===== src/rtl/pipelined_cla_adder.sv =====
// pipelined_cla_adder
//   Two-stage pipelined carry-lookahead adder/subtractor built from 4-bit
//   lookahead groups. Stage 1 registers bit and group propagate/generate plus
//   the effective carry-in. Stage 2 resolves group carries with a second-level
//   lookahead, forms the sum and the status flags, and registers them.
//   Valid/ready handshake on both sides, one operation per cycle.
//
// Ports
//   clk        clock, rising edge
//   rst_n      asynchronous active-low reset
//   in_valid   operand beat valid
//   in_ready   block can accept an operand beat
//   a, b       operands (WIDTH bits)
//   cin        carry-in, ignored when sub=1
//   sub        1: compute a - b
//   out_valid  result valid
//   out_ready  downstream accepts result
//   sum        result (WIDTH bits, modulo 2^WIDTH)
//   cout       carry out of MSB (sub: 1 = no borrow)
//   ovf        signed overflow
//   blk_p      AND of all group propagates
//   blk_g      block generate, carry-in excluded
module pipelined_cla_adder #(
  parameter int unsigned WIDTH = 16
) (
  input  logic             clk,
  input  logic             rst_n,
  input  logic             in_valid,
  output logic             in_ready,
  input  logic [WIDTH-1:0] a,
  input  logic [WIDTH-1:0] b,
  input  logic             cin,
  input  logic             sub,
  output logic             out_valid,
  input  logic             out_ready,
  output logic [WIDTH-1:0] sum,
  output logic             cout,
  output logic             ovf,
  output logic             blk_p,
  output logic             blk_g
);

  localparam int unsigned GROUPS = WIDTH / 4;

  if (WIDTH < 4 || (WIDTH % 4) != 0) begin : g_width_check
    $error("pipelined_cla_adder: WIDTH must be a multiple of 4 and >= 4");
  end

  // Carry into position n as a flat sum of products:
  //   ci&p[0..n-1] | g[0]&p[1..n-1] | ... | g[n-1]
  // Every term is an independent AND, so no position waits on another.
  function automatic logic sop_carry(input logic [WIDTH-1:0] gv,
                                     input logic [WIDTH-1:0] pv,
                                     input logic             ci,
                                     input int unsigned      n);
    logic carry;
    logic prod;
    carry = ci;
    for (int unsigned m = 0; m < n; m++) carry = carry & pv[m];
    for (int unsigned j = 0; j < n; j++) begin
      prod = gv[j];
      for (int unsigned m = j + 1; m < n; m++) prod = prod & pv[m];
      carry = carry | prod;
    end
    return carry;
  endfunction

  // Handshake
  logic s1_valid;
  logic adv1, adv2, accept;

  assign adv2     = !out_valid || out_ready;
  assign adv1     = s1_valid && adv2;
  assign in_ready = !s1_valid || adv2;
  assign accept   = in_valid && in_ready;

  // Stage 1 combinational: bit and group propagate/generate
  logic [WIDTH-1:0]  b_eff, p_in, g_in;
  logic [GROUPS-1:0] gp_in, gg_in;
  logic              c0_in;

  always_comb begin
    b_eff = sub ? ~b : b;
    c0_in = sub | cin;
    p_in  = a ^ b_eff;
    g_in  = a & b_eff;
    gp_in = '0;
    gg_in = '0;
    for (int unsigned k = 0; k < GROUPS; k++) begin
      gp_in[k] = &p_in[4*k +: 4];
      gg_in[k] = sop_carry(WIDTH'(g_in[4*k +: 4]), WIDTH'(p_in[4*k +: 4]), 1'b0, 4);
    end
  end

  logic [WIDTH-1:0]  s1_p, s1_g;
  logic [GROUPS-1:0] s1_gp, s1_gg;
  logic              s1_c0;

  always_ff @(posedge clk or negedge rst_n) begin
    if (!rst_n) begin
      s1_valid <= 1'b0;
      s1_p     <= '0;
      s1_g     <= '0;
      s1_gp    <= '0;
      s1_gg    <= '0;
      s1_c0    <= 1'b0;
    end else begin
      if (in_ready) s1_valid <= in_valid;
      if (accept) begin
        s1_p  <= p_in;
        s1_g  <= g_in;
        s1_gp <= gp_in;
        s1_gg <= gg_in;
        s1_c0 <= c0_in;
      end
    end
  end

  // Stage 2 combinational: group carries, in-group carries, sum and flags
  logic [GROUPS-1:0] gc;
  logic [WIDTH-1:0]  c;
  logic [WIDTH-1:0]  sum_d;
  logic              cout_d, ovf_d, blk_p_d, blk_g_d;

  always_comb begin
    gc = '0;
    c  = '0;
    for (int unsigned k = 0; k < GROUPS; k++) begin
      gc[k] = sop_carry(WIDTH'(s1_gg), WIDTH'(s1_gp), s1_c0, k);
    end
    for (int unsigned k = 0; k < GROUPS; k++) begin
      for (int unsigned i = 0; i < 4; i++) begin
        c[4*k + i] = sop_carry(WIDTH'(s1_g[4*k +: 4]), WIDTH'(s1_p[4*k +: 4]), gc[k], i);
      end
    end
    sum_d   = s1_p ^ c;
    cout_d  = sop_carry(WIDTH'(s1_gg), WIDTH'(s1_gp), s1_c0, GROUPS);
    blk_g_d = sop_carry(WIDTH'(s1_gg), WIDTH'(s1_gp), 1'b0, GROUPS);
    blk_p_d = &s1_gp;
    ovf_d   = c[WIDTH-1] ^ cout_d;
  end

  always_ff @(posedge clk or negedge rst_n) begin
    if (!rst_n) begin
      out_valid <= 1'b0;
      sum       <= '0;
      cout      <= 1'b0;
      ovf       <= 1'b0;
      blk_p     <= 1'b0;
      blk_g     <= 1'b0;
    end else begin
      if (adv2) out_valid <= s1_valid;
      if (adv1) begin
        sum   <= sum_d;
        cout  <= cout_d;
        ovf   <= ovf_d;
        blk_p <= blk_p_d;
        blk_g <= blk_g_d;
      end
    end
  end

endmodule


===== config.mk =====
export PLATFORM = sky130hd
export DESIGN_NAME = pipelined_cla_adder
export DESIGN_NICKNAME = d
export VERILOG_FILES = /design/src/rtl/pipelined_cla_adder.sv
export SDC_FILE = /design/constraint.sdc
export NUM_CORES = 1
export LEC_CHECK = 0
export BUFFER_PORTS_ARGS = -buffer_cell sky130_fd_sc_hd__clkbuf_2
export CORE_MARGIN = 3
export CORE_UTILIZATION = 55
export DETAILED_ROUTE_END_ITERATION = 16
export MAX_ROUTING_LAYER = met4
export PLACE_DENSITY = 0.77
export RECOVER_POWER = 100
export SLEW_MARGIN = 30
export SYNTH_ARGS = -nofsm -noshare
export SYNTH_HDL_FRONTEND = slang
export SYNTH_SLANG_ARGS = --single-unit

===== constraint.sdc =====
create_clock -name clk -period 2.1 [get_ports clk]
set_clock_uncertainty 0.15 [all_clocks]
set_input_delay 0.105 -clock clk [delete_from_list [all_inputs] [get_ports clk]]
set_output_delay 0.105 -clock clk [all_outputs]
set_load 0.02 [all_outputs]

* Yosys cells after proc, flatten, opt, wreduce, memory -nomap -nowiden
Cells that the tools add are included.
Widths: inputs -> output; s select.
** Cells by class
- Multiplexer cells :: 1
- Bitwise operators :: 113
- Reduce and logical (&&, ||, !) cells :: 11
** Operator list (number)
- $and 1x1->1 :: 58
- $or 1x1->1 :: 50
- $xor 16x16->16 :: 2
- $reduce_and 4->1 :: 5
- $and 16x16->16 :: 1
- $mux 16 :: 1
- $not 16->16 :: 1
- $logic_and 1x1->1 :: 2
- $logic_not 1->1 :: 2
- $logic_or 1x1->1 :: 2
- $xor 1x1->1 :: 1
** Word-level totals
- Bits of input ports :: 38
- Output and inout bits :: 22
- Register bits after elaboration :: 62

* Logic depth before layout (Yosys ltp)
- Depth after elaboration :: 13
- Depth in mapped cells :: 8
- Mapped depth without buffers :: 8

* Worst setup path before layout
OpenSTA, ideal clock, no wires.
- Path type :: register -> register
- Start point :: register s1_c0
- End point :: register sum[14]
- Path slack :: 0.215 ns
- Clock period less this slack :: 1.885 ns
- Data required time :: 1.823 ns
- Arrival time :: 1.608 ns
- Setup time :: 0.127 ns
- Stages on the path, launching flop included :: 9
- Path through :: dfrtp_1 -> a21o_1 -> a21o_1 -> a21o_1 -> ha_1 -> o21a_1 -> nor2_1 -> xor2_1 -> o21ai_0
** Between the ends
- Longest elaborated chain between the ends :: 11
** RTL lines
- from (decl) :: line 97 : logic s1_c0;
- from (signal assigned) :: line 114 : s1_c0 <= c0_in;
- $and 1x1->1 (3 in a row) :: line 59 : for (int unsigned m = 0; m < n; m++) carry = carry & pv[m];
- $or 1x1->1 (3 in a row) :: line 63 : carry = carry | prod;
- $and 1x1->1 (2 in a row) :: line 59
- $or 1x1->1 (2 in a row) :: line 63
- $xor 16x16->16 :: line 136 : sum_d = s1_p ^ c;
- to (signal assigned) :: line 154 : sum <= sum_d;
- to (decl) :: line 36 : output logic [WIDTH-1:0] sum,
Every way passes these cells.
A chain may end at the register's enable or synchronous reset.

* Worst setup path in the final report
- Start point :: register s1_gp[0]
- End point :: register ovf
** Between the ends
- Longest elaborated chain between the ends :: 13
** RTL lines
- from (decl) :: line 96 : logic [GROUPS-1:0] s1_gp, s1_gg;
- from (signal assigned) :: line 112 : s1_gp <= gp_in;
- $and 1x1->1 * (3 in a row) :: line 59
- $or 1x1->1 (3 in a row) :: line 63
- $and 1x1->1 (3 in a row) :: line 59
- $or 1x1->1 (3 in a row) :: line 63
- $xor 1x1->1 * :: line 140 : ovf_d = c[WIDTH-1] ^ cout_d;
- to (signal assigned) :: line 156 : ovf <= ovf_d;
- to (decl) :: line 38 : output logic ovf,
Every way passes the cells marked *; elsewhere a longest branch is shown, timed or not.

==> reports/results.tsv <==
stage	metric	value	unit
clock_tree	CTS Buffer Depth	2	
routing	drt drc	0	
power_and_ir_drop	Power, Total	3.62	mW
power_and_ir_drop	PD cells	1030	mW/mm²
sta	max frequency	511	MHz
routing	Wirelength per Cell	14.3	µm
setup_path	worst-path fanout max	3	
routing	via count	2143	
logic_synthesis	Gate Count Post-Synth	249	
clock_tree	CTS root buffer	clkbuf_8	
clock_tree	total CTS buffers	9	
floorplan	Core Box Area	0.00517	mm²
logic_synthesis	Synth Area in Adders	0.0845	
setup_path	Setup crit start kind	register	
floorplan	initial core utilization	0.573	
place	Placed Cells	375	
run	Max-Cap Viols	0	
routing	drt via density	5.41	
min_path	min-delay worst type	primary input to register	
global_route	largest net degree at the start of global routing	47	
clock_tree	Clock Pin Slew Worst Setup and Hold Paths	60	ps
finish	Layout area overhead	19.0	%
finish	register area	0.00148	mm²
logic_synthesis	Netlist cell types	27	
setup_path	Worst Path Required	2200	ps
finish	share of cells above drive strength 1	0.285	
power_and_ir_drop	Pleak	1.72	nW
setup_path	Crit. End Element	register	
logic_synthesis	Compound-Gate Fraction of Synth Area	0.115	
place	port bufs	59	
clock_tree	post-CTS setup buffers	0	
min_path	hold path start	a[12]	
setup_path	FF-to-FF Start	s1_gp[0]$_DFFE_PN0P_	
finish	Layout Nets	380	
setup_path	Critical Path AT	2060	ps
routing	Final ANT Viol Nets	0	
logic_synthesis	mean post-synth cell area	11.9	µm²
setup_path	reg-to-reg slack, setup	140	ps
sta	setup_tns	0	ps
sta	Tcrit/Tclk final	0.932	
global_route	vias in the first global route	2146	
finish	FILL cells	413	
sta	final hold violations	0	
sta	Worst Tran Pin Value	1270	ps
finish	n_diodes	0	
finish	most frequent cells in the layout	59 x dfrtp_1, 37 x clkbuf_2, 32 x mux2_2, 27 x nand2_1, 27 x clkbuf_1	
global_route	global route total overflow	0	
floorplan	Die X	79.4	µm
outcome	status	complete, no violations	
floorplan	# rows	26	
floorplan	die height	79.4	µm
finish	fin cells	396	
logic_synthesis	FF+latch count, synth	59	
logic_synthesis	Post-Synth XOR/XNOR Area	0.0739	
routing	Detailed Route Iter0 Violations	174	
finish	most common cell after layout, fill and taps aside	dfrtp_1	
power_and_ir_drop	VDD IR max	509	µV
setup_path	reg2reg end	ovf$_DFFE_PN0P_	
finish	Multi-input gate area	0.00142	mm²
clock_tree	clock sink total	59	
logic_synthesis	mux cell area share after synthesis	0.122	
min_path	hold path cells	3	
sta	unrepaired setup endpoints after global routing	false	
routing	DRT Pass-1 Iters	5	
sta	shortest period the worst path allows	1960	ps
global_route	overall routing resource usage	0.210	
clock_tree	htree depth	3	
min_path	end of the worst hold path	s1_p[12]$_DFFE_PN0P_	
floorplan	die area	0.00630	mm²
clock_tree	worst skew pair latency	330	ps
clock_tree	clock tree from TritonCTS	built	
logic_synthesis	Mapped Nets	307	
logic_synthesis	register area share after synthesis	0.499	
global_route	first-pass GRT wire length	9830	µm
logic_synthesis	Primary FF master, synth	dfrtp_1	
logic_synthesis	asr flop ratio synth	1.00	
logic_synthesis	yosys synthesis warning count	0	
global_route	initial antenna violation count	0	
sta	Slew HR	0.155	
sta	Final Max Tran Viols	0	
place	RePlAce Congestion	0.785	
sta	setup violators final	0	
logic_synthesis	area share of and/or/nand/nor cells after synthesis	0.0849	
logic_synthesis	EDFF count, synth	0	
floorplan	I/O pin count	60	
place	hpwl dp	4180	µm
setup_path	crit path kind	register to register	
logic_synthesis	main combinational cell family by area after synthesis	multiplexers	
setup_path	r2r worst-path depth	8	
logic_synthesis	Cell Area, Synth	0.00296	mm²
routing	wirelength, routed	5660	µm
## synthesized netlist by cell type, types with 2 or more instances
cell type	count	share of area
mux2_2	32	0.12
nand2_1	27	0.034
nand2b_1	3	0.0063
nor2_1	5	0.0063
buf_2	5	0.0084
o31ai_1	4	0.010
o21a_1	4	0.010
a21o_1	14	0.035
nand4_1	4	0.0084
buf_6	2	0.0076
dfrtp_1	59	0.50
or2_2	3	0.0063
o22ai_1	3	0.0063
o21ai_0	20	0.034
xor2_1	24	0.071
a21oi_1	6	0.010
ha_1	20	0.084
buf_4	2	0.0051
nor3_1	4	0.0068
## metrics by stage
step | hold WS [ps] | worst slack, ps | area (µm²) | utilization
6_report | 23.8 | 142 | 3520 | 0.681
5_1_grt | 32.8 | 21.3 | 3520 | 0.681
4_1_cts | 20.6 | 100 | 3570 | 0.689
3_5_place_dp | -228 | 113 | 3330 | 0.643
3_3_place_gp | -228 | 153 | 3330 | 0.643
2_1_floorplan | -341 | 215 | 2960 | -
## routing by layer
metal	vias to the layer above	global-route usage	part of all wire
met2	52	0.343	0.50
met4	0	0.101	0.022
li1	1040	-	-
met1	1041	0.250	0.44
met5	-	-	0
met3	10	0.0395	0.043
## area by class of cell
cell class / count / area share
Sequential cell: 59 / 0.419
Multi-Input combinational cell: 181 / 0.404
Timing Repair Buffer: 71 / 0.102
Clock buffer: 13 / 0.0479
Tap cell: 70 / 0.0249
Clock inverter: 2 / 0.00284
## worst max-delay path: stages (launching register included)
cell and delay (ps):
dfrtp_1 390, a21o_1 190, a21o_1 190, a21o_1 180, ha_4 160, o211ai_1 180
nand2_1 120, xor2_1 170, o21ai_1 130
## repair_timing
item,CTS,global route
gates resized for setup,0,2
endpoints found under the setup margin,0,2
endpoints found under the hold margin,62,0
hold buffers,6,0
## logic make-up after synthesis
family | after synthesis
xor gates and xnor gates | 25
DFF | 59
buffers and inverters | 9
muxes | 32
adders and majority gates | 20
AOI/OAI and AO/OA | 54
and+or+nand+nor | 50
## registers in the layout, summed over array words and instances, names as in the netlist
name and cells:
s1_g 12, s1_valid 1, s1_p 16, s1_gp 4
cout 1, ovf 1, blk_p 1, s1_gg 4
s1_c0 1, out_valid 1, sum 16, blk_g 1
## power breakdown
part | leakage (nW) | switching, mW | internal (mW)
clock network | 0.0953 | 0.407 | 0.514
registers | 0.725 | 0.195 | 1.43
logic | 0.899 | 0.614 | 0.463
total | 1.72 | 1.22 | 2.41
## worst max path at each step
stage	endpoint	startpoint	cells past startpoint	slack [ps]
finish	ovf$_DFFE_PN0P_	s1_gp[0]$_DFFE_PN0P_	8	140
global route	ovf$_DFFE_PN0P_	s1_gp[0]$_DFFE_PN0P_	8	20
CTS	ovf$_DFFE_PN0P_	s1_c0$_DFFE_PN0P_	8	100
detailed placement	ovf$_DFFE_PN0P_	s1_c0$_DFFE_PN0P_	8	110
global placement	sum[14]$_DFFE_PN0P_	s1_c0$_DFFE_PN0P_	8	150
floorplan	sum[14]$_DFFE_PN0P_	s1_c0$_DFFE_PN0P_	8	220
Power figures use the tool's default switching activity.
